[src/rtl/mem_stage.sv]
// Memory stage: one outstanding data-bus access, IDLE -> BUSY -> DONE handshake.
// Optional `MEM_MISALIGN_EXC_EN` turns misaligned accesses into an exception pulse.
module mem_stage (
  input  logic        clk,
  input  logic        rst_n,
  input  logic        validm,
  input  logic [31:0] aluoutm,
  input  logic [31:0] writedatam,
  input  logic        memtoregm,
  input  logic        memwritem,
  input  logic [1:0]  memsizem,
  input  logic        memsignedm,
  output logic [31:0] rdm,
  output logic        stallm,
  output logic        misalign_exc,
  output logic        dmem_req,
  output logic        dmem_we,
  output logic [31:0] dmem_addr,
  output logic [3:0]  dmem_be,
  output logic [31:0] dmem_wdata,
  input  logic [31:0] dmem_rdata,
  input  logic        dmem_ack
);

  typedef enum logic [1:0] {IDLE, BUSY, DONE} state_e;

  state_e      state_q, state_d;
  logic        access, start;
  logic [31:0] addr_eff;
  logic [3:0]  be_d;
  logic [31:0] wdata_d;
  logic        req_q, we_q, sign_q, load_q;
  logic [31:0] addr_q, wdata_q, rdata_q;
  logic [3:0]  be_q;
  logic [1:0]  size_q, lane_q;
  logic [31:0] lane_data, load_fmt;

  assign access = validm & (memtoregm | memwritem);

`ifdef MEM_MISALIGN_EXC_EN
  logic misalign;
  always_comb begin
    misalign = 1'b0;
    if (memsizem == 2'b01)  misalign = aluoutm[0];
    else if (memsizem[1])   misalign = |aluoutm[1:0];
  end
  assign addr_eff     = aluoutm;
  assign start        = (state_q == IDLE) & access & ~misalign;
  // Gated by rst_n so the pulse cannot appear while reset holds the FSM in IDLE.
  assign misalign_exc = rst_n & (state_q == IDLE) & access & misalign;
`else
  // Offending low address bits are dropped and the access proceeds.
  always_comb begin
    addr_eff = aluoutm;
    if (memsizem == 2'b01) addr_eff[0]   = 1'b0;
    else if (memsizem[1])  addr_eff[1:0] = 2'b00;
  end
  assign start        = (state_q == IDLE) & access;
  assign misalign_exc = 1'b0;
`endif

  always_comb begin
    case (memsizem)
      2'b00:   begin be_d = 4'b0001 << addr_eff[1:0];        wdata_d = {4{writedatam[7:0]}};  end
      2'b01:   begin be_d = 4'b0011 << {addr_eff[1], 1'b0};  wdata_d = {2{writedatam[15:0]}}; end
      default: begin be_d = 4'b1111;                         wdata_d = writedatam;            end
    endcase
  end

  assign lane_data = dmem_rdata >> {lane_q, 3'b000};

  always_comb begin
    case (size_q)
      2'b00:   load_fmt = {{24{sign_q & lane_data[7]}},  lane_data[7:0]};
      2'b01:   load_fmt = {{16{sign_q & lane_data[15]}}, lane_data[15:0]};
      default: load_fmt = dmem_rdata;
    endcase
  end

  always_comb begin
    state_d = state_q;
    stallm  = 1'b0;
    rdm     = '0;
    case (state_q)
      IDLE: if (start) begin
        stallm  = 1'b1;
        state_d = BUSY;
      end
      BUSY: begin
        stallm = 1'b1;
        if (dmem_ack) state_d = DONE;
      end
      DONE: begin
        rdm     = rdata_q;
        state_d = IDLE;
      end
      default: state_d = IDLE;
    endcase
  end

  always_ff @(posedge clk or negedge rst_n) begin
    if (!rst_n) begin
      state_q <= IDLE;
      req_q   <= 1'b0;
      we_q    <= 1'b0;
      addr_q  <= '0;
      be_q    <= '0;
      wdata_q <= '0;
      rdata_q <= '0;
      size_q  <= '0;
      lane_q  <= '0;
      sign_q  <= 1'b0;
      load_q  <= 1'b0;
    end else begin
      state_q <= state_d;
      if (start) begin
        req_q   <= 1'b1;
        we_q    <= memwritem & ~memtoregm;
        addr_q  <= {addr_eff[31:2], 2'b00};
        be_q    <= be_d;
        wdata_q <= wdata_d;
        size_q  <= memsizem;
        lane_q  <= addr_eff[1:0];
        sign_q  <= memsignedm;
        load_q  <= memtoregm;
      end else if ((state_q == BUSY) && dmem_ack) begin
        req_q   <= 1'b0;
        we_q    <= 1'b0;
        rdata_q <= load_q ? load_fmt : '0;
      end
    end
  end

  assign dmem_req   = req_q;
  assign dmem_we    = we_q;
  assign dmem_addr  = addr_q;
  assign dmem_be    = be_q;
  assign dmem_wdata = wdata_q;

endmodule

[config.mk]
export PLATFORM = sky130hd
export DESIGN_NAME = mem_stage
export DESIGN_NICKNAME = d
export VERILOG_FILES = /design/src/rtl/mem_stage.sv
export SDC_FILE = /design/constraint.sdc
export NUM_CORES = 1
export LEC_CHECK = 0
export CAP_MARGIN = 20
export CORE_MARGIN = 4
export CORE_UTILIZATION = 45
export CTS_BUF_LIST = sky130_fd_sc_hd__clkbuf_4
export CTS_CLUSTER_SIZE = 16
export DETAILED_ROUTE_END_ITERATION = 12
export PLACE_DENSITY = 0.87
export SYNTH_ARGS = -nofsm -noshare
export SYNTH_HDL_FRONTEND = slang
export SYNTH_SLANG_ARGS = --single-unit
[constraint.sdc]
create_clock -name clk -period 2.05 [get_ports clk]
set_clock_uncertainty 0.1 [all_clocks]
set_input_delay 0.3075 -clock clk [delete_from_list [all_inputs] [get_ports clk]]
set_output_delay 0.3075 -clock clk [all_outputs]
set_load 0.02 [all_outputs]
==> summary.md <==
| Metric | Value |
|---|---|
| All-Layer GR Usage | `0.226` |
| Maximum root-to-sink buffer count | `2` |
| Gr busiest metal | `met2` |
| WL final | `about 16 mm` |
| Critical path type | `flop to primary output` |
| Global-route wire length before repair | `23.4 mm` |
| Layout cell share with drive strength beyond 1 | `0.223` |
| Leakage | `3.49 nW` |
| Via count | `between 4000 and 5000` |
| Pre-CTS WS | `-14.6 ps` |
| Chip width | `roughly 120 um` |
| Total power | `between 8 and 9 mW` |
| Worst setup EP type | `primary output` |
| Fmax | `just under 0.5 GHz` |
| Port buffer count | `approximately 200` |
| Yosys top cell by area | `dfrtp_1` |
| Commonest non-fill, non-tap cell in the layout | `clkdlybuf4s50_1` |
| Max FO, Critical Path | `8` |
| Skew-Pair Late Insertion Delay | `between 400 and 500 ps` |
| CTS buffer count | `9` |
| Die area | `~13000 um2` |
| Row cnt | `38` |
| Final setup vio count | `0` |
| Cell Count, Final, Fillers Out | `between 800 and 900` |
| Starting Density | `0.468` |
| Initial antenna violation count | `1` |
| Final ANT Viol Nets | `0` |
| WL/cell | `19.0 um` |
| Area delta synth->final | `51.5%` |
| Total gr overflow | `0` |
| Status | `complete, no violations` |
| Fillcell total | `between 700 and 800` |
| #FFs+latches synth | `roughly 110` |
| Mapped Area | `5180 um2` |
| Die Ht | `~120 um` |
| HP Class | `primary input to asynchronous set/reset pin` |
| Gp weighted congestion | `0.844` |
| Post-synthesis simple-gate area fraction | `0.133` |
| Synth top area share | `0.521` |
| Distinct cells, synth | `39` |
| Maxcap violations | `0` |
| Iteration-0 DRC Markers | `265` |
| H-tree levels | `3` |
| Final Max Tran Viols | `0` |
| Arrival time at the worst endpoint | `1620 ps` |
| Fin Hold WS | `~100 ps` |
| Final TNS setup | `0 ps` |
| VDD IR max | `771 uV` |
| YS warnings | `0` |
| Sink Count | `approximately 110` |
| Main combinational cell family by area after synthesis | `multiplexers` |
| Placed cell count | `between 800 and 900` |
| Critical Path Source Type | `flop` |
| XOR/XNOR Fraction of Synth Area | `0` |
| Worst Path Required | `~1600 ps` |
| Met1 Use GR | `0.267` |
| Unrepaired setup endpoints after global routing | `true` |
| Area fraction in compound gates after synthesis | `0.133` |
| Core footprint | `around 11000 um2` |
| Postcts setup bufs | `0` |
| Sequential-to-total area share from yosys stat | `0.521` |
| Cells after synthesis | `483` |
| Clock transition at path regs | `140 ps` |
| Remaining DRCs | `0` |
| Pwr dens | `around 1100 nW/um2` |
| CTS tree | `built` |
| DP HPWL | `~11 mm` |
| Largest net degree at the start of global routing | `69` |
| Most frequent cells in the layout | `clkdlybuf4s50_1, dfrtp_1, o21ai_0, nand2_1, mux2i_1` |
| Synth area leaders | `dfrtp_1, mux2i_1, o21ai_0` |
| Syn avg cell area | `~11 um2` |
| Final Cycle Share | `0.990` |
| Clk root buf | `clkbuf_4` |
| Vias in the first global route | `about 4600` |
| Drt pass-1 iters | `5` |
| Vias/cell | `around 5.5` |
| Met3 Use GR | `0.0889` |
| Nets | `~800` |
| Synth Area in Adders | `0` |
| Post-layout min period | `around 2000 ps` |
| Mux cell area share after synthesis | `0.172` |
| I/O Pins | `around 210` |
| Met2 GRT Util | `0.375` |
| Final hold vios | `0` |
| Worst Setup Slack, final | `19.8 ps` |
==> Yosys cell counts (all sizes together) <==
cell type  instances
or3                1
a31oi              2
o21ai             62
nand2b             8
o211ai             6
o21a               1
a22oi             24
a21oi             16
a21o               1
nand2             49
and2              40
buf               19
and4               1
dfrtp            108
inv                5
clkbuf            18
or2                1
nor3               1
o31ai              3
mux2              43
o22a               1
mux2i             34
nor2b              4
nor3b              1
and3               1
o22ai              1
nand3b             2
nand4              1
nand3              8
a2bb2oi            1
nor2              19
conb               1
==> sequential cells by signal, indices dropped and copies added (netlist names) <==
name,flops
size_q,2
rdata_q,32
sign_q,1
dmem_we,1
dmem_be,4
dmem_req,1
state_q,2
dmem_addr,30
dmem_wdata,32
load_q,1
lane_q,2
==> area by class of cell <==
type / instances / area, um2 / area share
timing repair buffer: 234 / 2420 / 0.309
clock buffer: 11 / 82.6 / 0.0105
tap: 140 / 175 / 0.0223
clock inverter: 5 / 76.3 / 0.00972
antenna: 1 / 2.50 / 0.000319
sequential: 108 / 2700 / 0.344
inverter: 5 / 18.8 / 0.00239
multi-input combinational: 335 / 2370 / 0.302
==> final timing paths <==
check                            from             to  slack, ps  depth (start not counted)
max reg2reg                 lane_q[0]     rdata_q[3]        290                          4
max                        state_q[0]        rdm[22]         20                          4
min reg2reg                dmem_be[1]     dmem_be[1]        400                          2
max in group asynchronous       rst_n  dmem_addr[12]       1220                          3
min in group clk             dmem_ack     state_q[0]        360                          2
min                             rst_n     rdata_q[4]        100                          2
==> layer usage <==
metal  wire length [um]  vias to the layer above
li1                   -                     2098
met1               5880                     2225
met5                  0                        -
met3               1750                       28
met2               7890                      246
met4                393                        0
==> metrics by stage <==
step	utilization	area [um2]
global route	0.709	7850
CTS	0.695	7700
finish	0.709	7850
global placement	0.677	7490
detailed placement	0.677	7490
floorplan	-	5190
==> worst max-delay path: stages, from the launching register on <==
cell and delay [ps]:
dfrtp_1 430, nor2b_4 280, clkbuf_16 220, and2_4 150
buf_6 110
==> cell families after synthesis <==
kind of cell           Yosys count
AOI/OAI and AO/OA              118
DFF                            108
and+or+nand+nor                137
buffers and inverters           42
other                            1
muxes                           77
==> power breakdown <==
group,switching [mW],internal (mW),total (mW)
registers,0.568,2.94,3.51
clock network,0.670,0.518,1.19
logic,1.82,1.97,3.79
==> repair_timing <==
action / in CTS / in global routing
endpoints found under the hold margin: 108 / 0
gates cloned: 0 / 3
resized for setup: 99 / 128
pin swaps: 0 / 26
endpoints found under the setup margin: 33 / 31
hold buffers: 1 / 0
Note: power is estimated with default switching activity, not from simulation.
